==> config.mk <==
export PLATFORM = sky130hd
export DESIGN_NAME = alu_ctrl_stage
export DESIGN_NICKNAME = d
export VERILOG_FILES = /design/src/rtl/alu_pkg.sv /design/src/rtl/alu_ctrl_dec.sv /design/src/rtl/alu_ctrl_stage.sv
export SDC_FILE = /design/constraint.sdc
export NUM_CORES = 1
export LEC_CHECK = 0
export ABC_CLOCK_PERIOD_IN_PS = 2930
export CORE_MARGIN = 1
export CORE_UTILIZATION = 40
export CTS_CLUSTER_SIZE = 25
export DETAILED_ROUTE_END_ITERATION = 8
export PLACE_DENSITY = 0.74
export SKIP_CTS_REPAIR_TIMING = 1
export SLEW_MARGIN = 5
export SYNTH_ARGS = -nofsm -noshare
export SYNTH_HDL_FRONTEND = slang
export SYNTH_SLANG_ARGS = --single-unit
==> constraint.sdc <==
create_clock -name clk -period 2.93 [get_ports clk]
set_input_delay 0.4395 -clock clk [delete_from_list [all_inputs] [get_ports clk]]
set_output_delay 0.4395 -clock clk [all_outputs]
set_load 0.01 [all_outputs]
==> src/rtl/alu_pkg.sv <==
// Shared ALU op codes, RV32I opcodes and the decoder's control bundle for the
// ID/EX control stage. SLT support is enabled by defining ALU_CTRL_SLT_EN.
package alu_pkg;

    localparam logic [3:0] ALU_AND  = 4'b0000;
    localparam logic [3:0] ALU_OR   = 4'b0001;
    localparam logic [3:0] ALU_ADD  = 4'b0010;
    localparam logic [3:0] ALU_XOR  = 4'b0011;
    localparam logic [3:0] ALU_SUB  = 4'b0110;
    localparam logic [3:0] ALU_SLL  = 4'b0111;
    localparam logic [3:0] ALU_SRL  = 4'b1001;
    localparam logic [3:0] ALU_SRA  = 4'b1011;
    localparam logic [3:0] ALU_SLTU = 4'b1110;
    localparam logic [3:0] ALU_SLT  = 4'b1101;

    localparam logic [6:0] OPC_OP     = 7'b0110011;
    localparam logic [6:0] OPC_OPIMM  = 7'b0010011;
    localparam logic [6:0] OPC_LOAD   = 7'b0000011;
    localparam logic [6:0] OPC_STORE  = 7'b0100011;
    localparam logic [6:0] OPC_BRANCH = 7'b1100011;
    localparam logic [6:0] OPC_JALR   = 7'b1100111;
    localparam logic [6:0] OPC_JAL    = 7'b1101111;
    localparam logic [6:0] OPC_LUI    = 7'b0110111;
    localparam logic [6:0] OPC_AUIPC  = 7'b0010111;

    localparam logic [6:0] F7_BASE = 7'b0000000;
    localparam logic [6:0] F7_ALT  = 7'b0100000;

    typedef enum logic [1:0] {
        OP1_RS1  = 2'b00,
        OP1_PC   = 2'b01,
        OP1_ZERO = 2'b10
    } op1_sel_t;

    typedef struct packed {
        logic [3:0]  alu_control;
        op1_sel_t    op1_sel;
        logic        op2_imm;
        logic [31:0] imm;
        logic        reg_write;
        logic        illegal;
    } dec_t;

endpackage

==> src/rtl/alu_ctrl_dec.sv <==
// Combinational RV32I decoder: instruction word -> ALU control bundle.
// ALU_CTRL_SLT_EN enables SLT/SLTI/BLT/BGE; otherwise they decode as illegal.
module alu_ctrl_dec
    import alu_pkg::*;
(
    input  logic [31:0] instr_i,
    output dec_t        dec_o
);

    logic [6:0]  opc, f7;
    logic [2:0]  f3;
    logic [31:0] imm_i, imm_s, imm_b, imm_u, imm_j;
    logic        slt_ok, ill;

    assign opc   = instr_i[6:0];
    assign f3    = instr_i[14:12];
    assign f7    = instr_i[31:25];
    assign imm_i = {{20{instr_i[31]}}, instr_i[31:20]};
    assign imm_s = {{20{instr_i[31]}}, instr_i[31:25], instr_i[11:7]};
    assign imm_b = {{19{instr_i[31]}}, instr_i[31], instr_i[7], instr_i[30:25], instr_i[11:8], 1'b0};
    assign imm_u = {instr_i[31:12], 12'b0};
    assign imm_j = {{11{instr_i[31]}}, instr_i[31], instr_i[19:12], instr_i[20], instr_i[30:21], 1'b0};

`ifdef ALU_CTRL_SLT_EN
    assign slt_ok = 1'b1;
`else
    assign slt_ok = 1'b0;
`endif

    always_comb begin
        dec_o             = '0;
        dec_o.alu_control = ALU_ADD;
        dec_o.op1_sel     = OP1_RS1;
        ill               = 1'b0;
        case (opc)
            OPC_OP, OPC_OPIMM: begin
                dec_o.reg_write = 1'b1;
                dec_o.op2_imm   = (opc == OPC_OPIMM);
                dec_o.imm       = imm_i;
                case (f3)
                    3'b000: dec_o.alu_control = (opc == OPC_OP && f7[5]) ? ALU_SUB : ALU_ADD;
                    3'b001: dec_o.alu_control = ALU_SLL;
                    3'b010: begin
                        dec_o.alu_control = ALU_SLT;
                        ill = !slt_ok;
                    end
                    3'b011: dec_o.alu_control = ALU_SLTU;
                    3'b100: dec_o.alu_control = ALU_XOR;
                    3'b101: dec_o.alu_control = f7[5] ? ALU_SRA : ALU_SRL;
                    3'b110: dec_o.alu_control = ALU_OR;
                    default: dec_o.alu_control = ALU_AND;
                endcase
                // funct7 is an opcode extension for R-type and for immediate shifts
                if (opc == OPC_OP || f3 == 3'b001 || f3 == 3'b101) begin
                    if (f7 != F7_BASE && f7 != F7_ALT)
                        ill = 1'b1;
                    if (f7 == F7_ALT && f3 != 3'b000 && f3 != 3'b101)
                        ill = 1'b1;
                end
                if (opc == OPC_OPIMM && f3[1:0] == 2'b01)
                    dec_o.imm = {27'b0, instr_i[24:20]};
            end
            OPC_LOAD: begin
                dec_o.reg_write = 1'b1;
                dec_o.op2_imm   = 1'b1;
                dec_o.imm       = imm_i;
                ill = (f3 == 3'b011) || (f3 == 3'b110) || (f3 == 3'b111);
            end
            OPC_STORE: begin
                dec_o.op2_imm = 1'b1;
                dec_o.imm     = imm_s;
                ill = f3[2] || (f3 == 3'b011);
            end
            OPC_BRANCH: begin
                dec_o.imm = imm_b;
                case (f3)
                    3'b000, 3'b001: dec_o.alu_control = ALU_SUB;
                    3'b100, 3'b101: begin
                        dec_o.alu_control = ALU_SLT;
                        ill = !slt_ok;
                    end
                    3'b110, 3'b111: dec_o.alu_control = ALU_SLTU;
                    default: ill = 1'b1;
                endcase
            end
            OPC_JALR: begin
                dec_o.reg_write = 1'b1;
                dec_o.op2_imm   = 1'b1;
                dec_o.imm       = imm_i;
                ill = (f3 != 3'b000);
            end
            OPC_JAL: begin
                dec_o.reg_write = 1'b1;
                dec_o.op1_sel   = OP1_PC;
                dec_o.op2_imm   = 1'b1;
                dec_o.imm       = imm_j;
            end
            OPC_LUI, OPC_AUIPC: begin
                dec_o.reg_write = 1'b1;
                dec_o.op1_sel   = (opc == OPC_LUI) ? OP1_ZERO : OP1_PC;
                dec_o.op2_imm   = 1'b1;
                dec_o.imm       = imm_u;
            end
            default: ill = 1'b1;
        endcase
        if (ill) begin
            dec_o             = '0;
            dec_o.alu_control = ALU_ADD;
            dec_o.illegal     = 1'b1;
        end
    end

endmodule

==> src/rtl/alu_ctrl_stage.sv <==
// ID/EX control register: decodes the ID instruction, applies flush/stall and
// counts illegal instructions. ALU_CTRL_SLT_EN is honoured by alu_ctrl_dec.
module alu_ctrl_stage
    import alu_pkg::*;
#(
    parameter int REG_WIDTH = 32,
    parameter int ILL_CNT_W = 8
) (
    input  logic                 clk,
    input  logic                 reset_b,
    input  logic                 id_valid,
    input  logic [31:0]          id_instr,
    input  logic [REG_WIDTH-1:0] id_pc,
    input  logic                 stall,
    input  logic                 flush,
    output logic                 ex_valid,
    output logic [3:0]           ex_alu_control,
    output logic [1:0]           ex_op1_sel,
    output logic                 ex_op2_imm,
    output logic [REG_WIDTH-1:0] ex_imm,
    output logic [REG_WIDTH-1:0] ex_pc,
    output logic [4:0]           ex_rs1,
    output logic [4:0]           ex_rs2,
    output logic [4:0]           ex_rd,
    output logic                 ex_reg_write,
    output logic                 ex_illegal,
    output logic [ILL_CNT_W-1:0] ill_count
);

    typedef struct packed {
        logic                 valid;
        logic [3:0]           alu;
        logic [1:0]           op1;
        logic                 op2_imm;
        logic [REG_WIDTH-1:0] imm;
        logic [REG_WIDTH-1:0] pc;
        logic [4:0]           rs1;
        logic [4:0]           rs2;
        logic [4:0]           rd;
        logic                 reg_write;
        logic                 illegal;
    } ex_t;

    dec_t                 dec;
    ex_t                  ex_q, ex_d;
    logic [ILL_CNT_W-1:0] cnt_q, cnt_d;

    alu_ctrl_dec u_dec (
        .instr_i (id_instr),
        .dec_o   (dec)
    );

    always_comb begin
        ex_d  = ex_q;
        cnt_d = cnt_q;
        // flush and an empty ID slot both produce a fully cleared bubble
        if (flush || (!stall && !id_valid)) begin
            ex_d     = '0;
            ex_d.alu = ALU_ADD;
        end else if (!stall) begin
            ex_d.valid     = 1'b1;
            ex_d.alu       = dec.alu_control;
            ex_d.op1       = dec.op1_sel;
            ex_d.op2_imm   = dec.op2_imm;
            ex_d.imm       = REG_WIDTH'(signed'(dec.imm));
            ex_d.pc        = id_pc;
            ex_d.rs1       = id_instr[19:15];
            ex_d.rs2       = id_instr[24:20];
            ex_d.rd        = id_instr[11:7];
            ex_d.reg_write = dec.reg_write;
            ex_d.illegal   = dec.illegal;
            if (dec.illegal && cnt_q != '1)
                cnt_d = cnt_q + ILL_CNT_W'(1);
        end
    end

    always_ff @(posedge clk or negedge reset_b) begin
        if (!reset_b) begin
            ex_q     <= '0;
            ex_q.alu <= ALU_ADD;
            cnt_q    <= '0;
        end else begin
            ex_q  <= ex_d;
            cnt_q <= cnt_d;
        end
    end

    assign ex_valid       = ex_q.valid;
    assign ex_alu_control = ex_q.alu;
    assign ex_op1_sel     = ex_q.op1;
    assign ex_op2_imm     = ex_q.op2_imm;
    assign ex_imm         = ex_q.imm;
    assign ex_pc          = ex_q.pc;
    assign ex_rs1         = ex_q.rs1;
    assign ex_rs2         = ex_q.rs2;
    assign ex_rd          = ex_q.rd;
    assign ex_reg_write   = ex_q.reg_write;
    assign ex_illegal     = ex_q.illegal;
    assign ill_count      = cnt_q;

endmodule

==> qor.csv <==
metric;value;unit
CP max-delay cell;clkdlybuf4s50_1;
number of diodes;0;
area of placed instances;6126;sq um
DIE HEIGHT;105.7;um
largest net degree at the start of global routing;55;
Worst Skew;8.228;ps
Worst Path Required;3180;ps
Main synth FF type;dfrtp_1;
sequential fraction of the synthesis area;56.51;%
RSZ-0062 raised after global routing;false;
combinational power share;16.2;%
slowest stage delay, CP;480;ps
Simple-Gate Fraction of Synth Area;11.50;%
mux contribution to synthesized area;0.9898;%
Initial Utilization;41.45;%
Clock Power Share;34.3;%
CTS Buf Count;9;
RR Endpoint;ill_count[1];
Hold Crit Class;in2async;
Final setup viols;0;
Avg WL per Cell;18.04;um
Row Count;37;
reg2reg setup slack;1420;ps
Hold Fails Final Rpt;0;
# Max-Cap Violations;0;
min cycle time layout;2407;ps
initial antenna violation count;0;
critical path class;in2reg;
drc violations;0;
Worst setup SP type;primary input;
cell taking the most area after synthesis;dfrtp_1;
VDD IR-drop max;0.1971;mV
Via Count;3783;
Synth Area in Compound Gates;23.99;%
sw frac;26.63;%
top-count cell post-synth;dfrtp_1;
area share of the largest cell type after synthesis;55.90;%
XOR/XNOR Fraction of Synth Area;1.630;%
CTS tree;done;
TNS Setup;0;ps
RD Place Congestion;0.9406;
Max Clock Freq;415.5;MHz
port bufs;165;
Synth cell types;54;
I/O pins;166;
top cells by area, synth;dfrtp_1 56%, a22o_1 11%, nand2_1 3.5%;
clk buf depth;2;
CTS sink cnt;97;
Mapped Cells;390;
Mapped Nets;464;
Global Route Usage Sum;23.10;%
Post-synth EDFFs;0;
CP Cell Sequence;clkdlybuf4s50_1 -> inv_1 -> ha_1 -> nor2_1 -> a2111oi_2 -> a31oi_2 -> and3_4 -> nor3_2 -> mux2_1;
status;completed;
nets;626;
Initial DRC Count;260;
H-Tree Depth;3;
CTS clock-pin slew for the worst setup and hold paths;100;ps
Layout fillers;901;
CP max FO;5;
clock latency on the worst-skew pair;370;ps
Post-Synth Adder-Cell Area;1.456;%
Pleak;0.002716;uW
Final HPWL DP;9112;um
area delta synth->final;47.89;%
Design Area, Final;6356;sq um
Int Power;2147;uW
largest family of logic cells by synthesized area;compound AO/OA/AOI/OAI gates;
total power;2927;uW
via/cell ratio;5.459;
total global routing overflow;0;
area of the mapped netlist;4298;sq um
WL final;12500;um
CTS root buf;clkbuf_8;
commonest cells in the netlist;96 x dfrtp_1, 55 x a22o_1, 40 x nand2_1;
die width;105.7;um
Worst-Margin Slew;814.7;ps
first-pass GRT wire length;20040;um
Final ANT Viol Nets;0;
Period Utilization, post-route;82.15;%
CP Capture Type;flip-flop;
R2R cell count;5;
Final Max Slew Viols;0;
relative slew slack;45.48;%
DR pass1 iterations;4;
Placeable Area;10370;sq um
Finished Core Util;61.29;%
pwr dens;460.5;nW/um^2
Critical Path AT;2660;ps
area of the die;11160;sq um
Seq pwr share;49.4;%
Mapped Avg Cell Area;11.02;sq um
number of global-route vias before repair;3700;
switching pwr;779.4;uW
Syn. warnings;0;
layout cell share with drive strength beyond 1;8.977;%
Async SR Flop Fraction;100.0;%
Critical R2R Launch;ill_count[3];
#FFs+latches synth;97;
how the worst max path moves through the flow:
stage                            start           end  slack [ps]  cells past startpoint
after floorplan           id_instr[13]  ill_count[1]         680                      9
after detailed placement  id_instr[13]  ill_count[1]         180                      9
after CTS                 id_instr[13]  ill_count[1]         550                      9
after global placement    id_instr[13]  ill_count[1]         240                      9
final                     id_instr[13]  ill_count[1]         520                      9
after global routing      id_instr[13]  ill_count[1]         410                      9
power groups by stage:
stage	logic, uW	registers [uW]	clock network, uW
2_1_floorplan	159	1490	0
3_3_place_gp	471	1470	0
3_5_place_dp	475	1470	0
4_1_cts	477	1450	1030
5_1_grt	514	1460	1080
6_report	474	1450	1010
critical path: cells and delay by family:
family,cells,cell delay (ps)
fa+ha+maj,1,300
simple gates,3,500
compound gates,2,490
mux,1,340
buf+inv,2,580
state kept, by name, summed over array words and instances (netlist names):
register        count
ex_valid            1
ex_reg_write        1
ex_pc              32
ex_rs2              5
ex_rs1              5
ill_count           8
ex_alu_control      4
ex_op1_sel          2
ex_rd               5
ex_illegal          1
ex_op2_imm          1
ex_imm             32
through the flow:
stage          setup slack, ps  std cells  hold slack, ps
2_1_floorplan            683.0        390           143.9
3_3_place_gp             238.7        677           462.1
3_5_place_dp             179.9        677           471.4
4_1_cts                  549.2        693           91.36
5_1_grt                  414.9        693           122.4
6_report                 523.0        693           79.96
metal layers:
layer / global-route usage, % / vias up / part of all wire (%)
li1: - / 1754 / -
met1: 31.20 / 1850 / 44
met2: 37.58 / 161 / 48
met3: 3.401 / 18 / 6.4
met4: 8.730 / 0 / 1.7
met5: 0 / - / 0
area by class of cell:
cell class	instances	area [sq um]	share of cell area (%)
Clock buffer	9	123.9	1.949
Sequential cell	97	2429	38.21
Multi-Input combinational cell	256	1715	26.99
Tap cell	136	170.2	2.677
Inverter	6	22.52	0.3543
Clock inverter	7	106.4	1.673
Timing Repair Buffer	182	1789	28.15
logic make-up after synthesis:
logic type	Yosys count
AOI/OAI and AO/OA	143
xor gates and xnor gates	8
adders and majority gates	5
buffers and inverters	37
DFF	97
muxes	4
and+or+nand+nor	96
cells in the final DEF (no fill, tap or decap), types with 2 or more instances in the layout:
master,instances
o21ai_1,21
nor3_1,5
nand4_1,4
nor2_4,2
o32ai_1,2
clkdlybuf4s50_1,164
inv_6,3
o21ai_0,9
or2_2,2
a21o_1,3
a22o_1,55
a31oi_2,2
a32o_1,3
nor2_1,13
ha_1,5
nand3b_1,4
dfrtp_1,96
nand2_1,40
a22oi_1,5
and3_1,3
buf_4,17
o31ai_1,2
nand3_1,6
nor3b_1,2
bufinv_16,2
a21oi_1,28
nand2b_1,5
xor2_1,3
xnor2_1,5
inv_1,6
a31oi_1,4
clkbuf_8,9
mux2i_1,2
Power figures use the tool's default switching activity.
